## src/rtl/freq_meter_pkg.sv

```systemverilog
// Shared FSM encoding, gate divisors and gate-length helper for freq_meter_multi.
// Optional overflow reporting is enabled by defining FREQ_METER_OVF_EN.
package freq_meter_pkg;

    typedef enum logic [1:0] {
        IDLE  = 2'd0,
        GATE  = 2'd1,
        LATCH = 2'd2
    } meter_state_t;

    localparam int GATE_DIV_0 = 1;
    localparam int GATE_DIV_1 = 10;
    localparam int GATE_DIV_2 = 100;
    localparam int GATE_DIV_3 = 1000;

    // A divided gate shorter than one cycle would never close, so clamp to 1.
    function automatic int gate_len_calc(input int cycles, input int div);
        int q;
        q = cycles / div;
        return (q < 1) ? 1 : q;
    endfunction

endpackage

```

## src/rtl/freq_edge_cnt.sv

```systemverilog
// One measurement channel: input synchroniser, rising-edge detect and a
// saturating edge counter with synchronous clear.
module freq_edge_cnt
    import freq_meter_pkg::*;
#(
    parameter int CNT_W       = 28,
    parameter int SYNC_STAGES = 2
) (
    input  logic             clk,
    input  logic             rst_n,
    input  logic             sig_async,
    input  logic             count_en,
    input  logic             clear,
    output logic [CNT_W-1:0] count_next
);

    localparam logic [CNT_W-1:0] CNT_MAX = '1;

    logic [SYNC_STAGES-1:0] sync_q;
    logic                   prev_q;
    logic                   rise;
    logic [CNT_W-1:0]       count_q;

    always_ff @(posedge clk or negedge rst_n) begin
        if (!rst_n) begin
            sync_q <= '0;
            prev_q <= 1'b0;
        end else begin
            sync_q <= {sync_q[SYNC_STAGES-2:0], sig_async};
            prev_q <= sync_q[SYNC_STAGES-1];
        end
    end

    assign rise = sync_q[SYNC_STAGES-1] & ~prev_q;

    // Clear wins over counting so rises seen outside an open gate are dropped.
    always_comb begin
        count_next = count_q;
        if (clear) begin
            count_next = '0;
        end else if (count_en && rise && (count_q != CNT_MAX)) begin
            count_next = count_q + 1'b1;
        end
    end

    always_ff @(posedge clk or negedge rst_n) begin
        if (!rst_n) begin
            count_q <= '0;
        end else begin
            count_q <= count_next;
        end
    end

endmodule

```

## src/rtl/freq_meter_multi.sv

```systemverilog
// Multi-channel gated frequency meter; counts rising edges per channel over a
// selectable gate. Define FREQ_METER_OVF_EN to add the per-channel ovf output.
module freq_meter_multi
    import freq_meter_pkg::*;
#(
    parameter int CH_NUM      = 4,
    parameter int CNT_W       = 28,
    parameter int GATE_CYCLES = 50_000_000,
    parameter int SYNC_STAGES = 2
) (
    input  logic                    sys_clk,
    input  logic                    sys_rst_n,
    input  logic [CH_NUM-1:0]       test_in,
    input  logic                    run,
    input  logic [1:0]              gate_sel,
    output logic [CH_NUM*CNT_W-1:0] freq_data,
    output logic                    freq_valid,
`ifdef FREQ_METER_OVF_EN
    output logic [CH_NUM-1:0]       ovf,
`endif
    output logic                    busy
);

    localparam int GW = $clog2(GATE_CYCLES + 1);
    localparam logic [GW-1:0] LEN0 = GW'(gate_len_calc(GATE_CYCLES, GATE_DIV_0));
    localparam logic [GW-1:0] LEN1 = GW'(gate_len_calc(GATE_CYCLES, GATE_DIV_1));
    localparam logic [GW-1:0] LEN2 = GW'(gate_len_calc(GATE_CYCLES, GATE_DIV_2));
    localparam logic [GW-1:0] LEN3 = GW'(gate_len_calc(GATE_CYCLES, GATE_DIV_3));

    meter_state_t              state, next_state;
    logic [GW-1:0]             gate_cnt, gate_len, sel_len;
    logic                      gate_done, start_gate, latch_now;
    logic [CH_NUM*CNT_W-1:0]   count_bus;
    logic [CH_NUM*CNT_W-1:0]   freq_data_q;

    assign gate_done  = (gate_cnt == gate_len - 1'b1);
    assign start_gate = ((state == IDLE) || (state == LATCH)) && run;
    assign latch_now  = (state == GATE) && run && gate_done;

    always_comb begin
        sel_len = LEN0;
        case (gate_sel)
            2'd1: sel_len = LEN1;
            2'd2: sel_len = LEN2;
            2'd3: sel_len = LEN3;
            default: sel_len = LEN0;
        endcase
    end

    always_ff @(posedge sys_clk or negedge sys_rst_n) begin
        if (!sys_rst_n) begin
            state <= IDLE;
        end else begin
            state <= next_state;
        end
    end

    // Dropping run aborts an open gate even on its final cycle.
    always_comb begin
        next_state = state;
        case (state)
            IDLE:    if (run) next_state = GATE;
            GATE: begin
                if (!run)           next_state = IDLE;
                else if (gate_done) next_state = LATCH;
            end
            LATCH:   next_state = run ? GATE : IDLE;
            default: next_state = IDLE;
        endcase
    end

    always_ff @(posedge sys_clk or negedge sys_rst_n) begin
        if (!sys_rst_n) begin
            gate_cnt <= '0;
            gate_len <= '0;
        end else if (start_gate) begin
            gate_cnt <= '0;
            gate_len <= sel_len;
        end else if (state == GATE) begin
            gate_cnt <= gate_cnt + 1'b1;
        end
    end

    for (genvar k = 0; k < CH_NUM; k++) begin : g_ch
        freq_edge_cnt #(
            .CNT_W       (CNT_W),
            .SYNC_STAGES (SYNC_STAGES)
        ) u_cnt (
            .clk        (sys_clk),
            .rst_n      (sys_rst_n),
            .sig_async  (test_in[k]),
            .count_en   (state == GATE),
            .clear      (state != GATE),
            .count_next (count_bus[k*CNT_W +: CNT_W])
        );
    end

    // Capturing the next-count values includes rises from the final gate cycle.
    always_ff @(posedge sys_clk or negedge sys_rst_n) begin
        if (!sys_rst_n) begin
            freq_data_q <= '0;
        end else if (latch_now) begin
            freq_data_q <= count_bus;
        end
    end

`ifdef FREQ_METER_OVF_EN
    logic [CH_NUM-1:0] sat_now, ovf_q;

    for (genvar k = 0; k < CH_NUM; k++) begin : g_sat
        assign sat_now[k] = &count_bus[k*CNT_W +: CNT_W];
    end

    always_ff @(posedge sys_clk or negedge sys_rst_n) begin
        if (!sys_rst_n) begin
            ovf_q <= '0;
        end else if (latch_now) begin
            ovf_q <= sat_now;
        end
    end

    assign ovf = ovf_q;
`endif

    assign freq_data  = freq_data_q;
    assign freq_valid = (state == LATCH);
    assign busy       = (state == GATE);

endmodule

```

## config.mk

```make
export PLATFORM = sky130hd
export DESIGN_NAME = freq_meter_multi
export DESIGN_NICKNAME = d
export VERILOG_FILES = /design/src/rtl/freq_meter_pkg.sv /design/src/rtl/freq_edge_cnt.sv /design/src/rtl/freq_meter_multi.sv
export SDC_FILE = /design/constraint.sdc
export NUM_CORES = 1
export LEC_CHECK = 0
export CORE_UTILIZATION = 40
export DETAILED_ROUTE_END_ITERATION = 7
export PLACE_DENSITY = 0.6
export SYNTH_ARGS = -nofsm -noshare
export SYNTH_HDL_FRONTEND = slang
export SYNTH_SLANG_ARGS = --single-unit
```

## constraint.sdc

```tcl
create_clock -name sys_clk -period 5.9 [get_ports sys_clk]
set_input_delay 1.475 -clock sys_clk [delete_from_list [all_inputs] [get_ports sys_clk]]
set_output_delay 1.475 -clock sys_clk [all_outputs]
set_load 0.02 [all_outputs]
```

# == Word level (Yosys, flattened, before mapping) ==
# Cells that the tools add are included.
# word_totals
reg_bits,290
inputBits,9
out_inout_bits,114
wordCells,74
# op_classes
n_eq_ne,13
reduce_logical,15
n_addsub,6
mux,16
bitwise_logic,8
# ops
operator,n
28-bit two-way mux,8
28-bit by 1-bit adder with 28-bit output (second input constant),4
28-bit != test (second input constant),4
26-bit one-hot mux with 3 select lines,1
26-bit two-way mux,2
26-bit by 1-bit adder with 26-bit output (second input constant),1
26-bit == test,1
26-bit by 1-bit subtractor with 26-bit output (second input constant),1
1-bit logical AND,11
2-bit == test (second input constant),3
2-bit two-way mux,3
2-bit one-hot mux with 3 select lines,1
1-bit AND,4
2-bit by 1-bit == test with 1-bit output (second input constant),2
1-bit inverter,4
3-bit != test (second input constant),1
2-bit logical NOT,1
2-bit by 1-bit != test with 1-bit output (second input constant),1
2-bit != test (second input constant),1
2-bit AND reduction,1
2-bit nonzero test,1
1-bit logical OR,1
1-bit two-way mux,1

# == Longest topological paths before layout ==
# depth
word_depth,6
ltp_mapped,11
depth_no_buf,9

# == Hierarchy ==
# From an unflattened synthesis, not the netlist that was laid out.
# unflattened
cells_unflattened,1223
hier_area_um2,13314.0
# by_module_without_submodules
module,cells_each,seq_area_each_um2,instances,area_per_inst_um2
freq_meter_multi,535,3778.6,1,6692.7
freq_edge_cnt,172,775.7,4,1655.3

# == Least setup slack after synthesis ==
# No wires, ideal clock.
# synth_path
path_kind,reg-to-reg
from,reg gate_len[16]
to,reg freq_data_q[109] (netlist: freq_data[109])
stages_incl_launch_ff,12
synth_period_minus_slack_ps,3328
setup_time_ps,127
required_ps,5773
arrival_ps,3200
path_slack_ps,2572
n_path_buf,2
cell_sequence,dfrtp_1 inv_1 ha_1 or4b_1 o31a_1 or4b_1 a32oi_2 nand4_4 nor2_4 buf_6 buf_12 mux2_1
# synth_between
elab_chain_cells,3
# synth_rtl
element,line,rtl
"start, declared",freq_meter_multi.sv:31,"logic [GW-1:0] gate_cnt, gate_len, sel_len;"
"start signal, assigned",freq_meter_multi.sv:78,gate_len <= sel_len;
26-bit by 1-bit subtractor with 26-bit output,freq_meter_multi.sv:36,assign gate_done = (gate_cnt == gate_len - 1'b1);
26-bit == test,freq_meter_multi.sv:36,
1-bit logical AND,freq_meter_multi.sv:38,assign latch_now = (state == GATE) && run && gate_done;
"end signal, assigned",freq_meter_multi.sv:103,freq_data_q <= count_bus;
"end, declared",freq_meter_multi.sv:34,logic [CH_NUM*CNT_W-1:0] freq_data_q;
# Every way passes these cells.
# A chain may end at the register's enable or synchronous reset.

# == Final worst setup path ==
# layout_path
from,reg gate_len[16]
to,reg freq_data_q[44] (netlist: freq_data[44])
# The elaborated chain is that of the path after synthesis.

==> impl_metrics.toml <==
[run_status]
status = "completed"

[cts]
cts_max_level = 1
postCtsSetupBuffers = 0
postCtsHoldBufs = 0
cts_buffers = 30
cts_resized = 0
clock-root-buffer = "clkbuf_16"
clkTransAtPathRegs_ns = 0.06
cts_sinks = 275
cts_tree = "built"
worstSkewPairLatency_ns = 0.55
cts_max_path_buffers = 3

[critical_path]
critical_path_arrival_ns = 4.60
criticalPathCategory = "flop to flop"
worst-endpoint-required_ns = 6.33
crit_path_top_delay_cell = "or4b_1"
worstSetupEndpointType = "flop"
cp-start-kind = "flop"
cp_cell_sequence = "inv_1 > ha_1 > or4b_1 > o31a_1 > or4b_1 > a32oi_2 > nand4_4 > buf_4 > nor2_4 > buf_12 > mux2_2"
crit_top_cell = "or4b_1"
max_stage_delay_ns = 0.54
cp_max_fo = 61
cpLargestDelayFamily = "simple AND/OR/NAND/NOR gates"
critPathBufInv = 3

[synthesis]
netlist_instances = 1240
synth_area_um2 = 13000
synthFlopType = "dfrtp_1"
syn_area_per_cell_um2 = 10.5
ys_seq_area_share_pct = 52.9
syn_nets = 1262
synth.distinct_cells = 63
synth_edf_count = 0
async_flop_share_pct = 100
yosys_warnings = 0
ys_ff_latch = 275

[timing]
slew_headroom_pct = 26.4
drv_slew = 0
post-route-period-util_pct = 70.6
post-route-min-period_ns = 4.16
finalHoldViolCount = 0
final.setup.tns_ns = 0
rsz0062_at_grt = "no"
clock_skew_ns = 0.0106
report.final.setup_viol = 0
fmax_mhz = 240
worst_slew_pin_slew_ns = 1.10

[die]
dieArea_um2 = 33200
core_area_um2 = 31800
die_x_um = 182
die_height_um = 182
row_count = 65
start_util_pct = 40.9
pin_count = 123

[global_route]
grt_util_met3_pct = 2.69
grt.busiest_layer = "met1"
grt_usage_pct = 19.2
grt_pass1_vias = 9337
antenna_found_initial = 0
gr-usage-met1_pct = 29.1
gr-usage-met2_pct = 28.5
grt_pass1_wl_um = 51200
grt_overflow = 0
grt_max_degree = 106

[placed_design]
dp_hpwl_um = 21100
placed_area_um2 = 14600
port_buffers = 122
gp_congestion = 0.866

[drt]
dr_total_vias = 9560
drt_pass1_iterations = 5
finalWirelength_um = 31100
via_per_inst = 5.29
drtIter0Drc = 739
final_antenna_net_count = 0
drc_errors = 0
wl_per_cell_um = 17.2

[finish]
nets = 1370
multi_input_area_um2 = 5760
nFillCells = 2910
final_area_um2 = 15700
final_cell_mix = "dfrtp_1, nor2_1, clkdlybuf4s50_1"
final_common_cell = "dfrtp_1"
final_util_pct = 49.3
antennaDiodeCount = 0
drive_gt1_share_pct = 10.4
area_growth_pct = 20.5
seq_area_um2 = 6880

[power]
p_total_mw = 4.13
pwr_density_cell_nw_per_um2 = 264
peakVddDrop_mv = 0.189
p_leak_nw = 6.65

[worst_hold_path]
worstHoldPathType = "flop to flop"

[job]
maxCapViolCount = 0
[area by class of cell]
cell class	instances	share of cell area, %
Clock buffer	37	5.22
Clock inverter	18	1.45
Inverter	28	0.671
Multi-Input combinational cell	879	36.8
Sequential cell	275	43.9
Tap cell	435	3.47
Timing Repair Buffer	134	8.48
[per-stage QoR]
stage | setup slack [ns] | std cells | hold slack, ns
final | 1.74 | 1806 | 0.349
after global routing | 1.48 | 1806 | 0.365
after CTS | 1.70 | 1806 | 0.348
after detailed placement | 1.72 | 1751 | 0.335
after global placement | 1.76 | 1751 | 0.332
after floorplan | 2.57 | 1240 | 0.331
[metal layers]
layer	vias up	wire length, µm
met3	43	1160
met5	-	0
met2	204	13600
li1	4633	-
met1	4680	15600
met4	0	697
[Yosys cell counts, types with 3 or more instances]
cell,number,area (µm²)
mux2_4,16,240
or4_1,10,75.1
mux2_2,49,552
nor2b_1,9,56.3
nand2b_1,9,56.3
clkbuf_1,47,176
nand2_1,87,327
o31ai_1,52,390
o21ai_0,74,370
inv_1,28,105
xor2_1,59,517
nand3_1,61,305
a211oi_1,3,22.5
buf_1,4,15.0
or3_1,4,25.0
o211ai_1,8,60.1
and2_1,9,56.3
nor2_1,156,586
a21oi_1,11,55.1
buf_4,4,30.0
or2_2,5,31.3
nor4b_1,7,61.3
ha_1,13,163
mux2i_1,13,130
and3_1,25,156
and4_1,14,123
nand4_1,49,307
nor4_1,18,113
dfrtp_1,275,6880
nor3_1,23,115
xnor2_1,57,499
[where the power goes]
| group | total (mW) | switching [mW] | leakage, nW | internal, mW |
|---|---|---|---|---|
| Sequential | 1.95 | 0.0383 | 3.77 | 1.91 |
| Clock | 1.97 | 0.773 | 0.512 | 1.20 |
| Combinational | 0.211 | 0.145 | 2.37 | 0.0665 |
| Total | 4.13 | 0.956 | 6.65 | 3.18 |
[sequential cells by signal, indices dropped and copies added, names as in the netlist]
signal	count
gate_cnt	26
state	2
freq_data	112
g_ch.u_cnt.sync_q	8
g_ch.u_cnt.prev_q	4
g_ch.u_cnt.count_q	112
gate_len	11
[final timing paths]
check	from	to	slack (ns)	cells after the start
worst max-delay path	gate_len[16]	freq_data[44]	1.74	11
worst max register to register	gate_len[16]	freq_data[44]	1.74	11
min in group asynchronous	sys_rst_n	g_ch[2].u_cnt.count_q[20]	0.96	1
max in group asynchronous	sys_rst_n	g_ch[3].u_cnt.count_q[7]	3.66	2
worst min register to register	g_ch[2].u_cnt.sync_q[0]	g_ch[2].u_cnt.sync_q[1]	0.35	0
worst min-delay path	g_ch[2].u_cnt.sync_q[0]	g_ch[2].u_cnt.sync_q[1]	0.35	0
[kinds of logic (layout without fill, tap and decap cells)]
logic type | after synthesis | count (layout) | share of synthesized area, %
buf+inv | 86 | 217 | 2.91
xor+xnor | 116 | 116 | 7.81
simple gates | 500 | 500 | 19.5
flops | 275 | 275 | 52.9
fa+ha+maj | 13 | 13 | 1.25
mux | 79 | 79 | 7.18
compound gates | 171 | 171 | 8.46
Note: power is estimated with default switching activity, not from simulation.
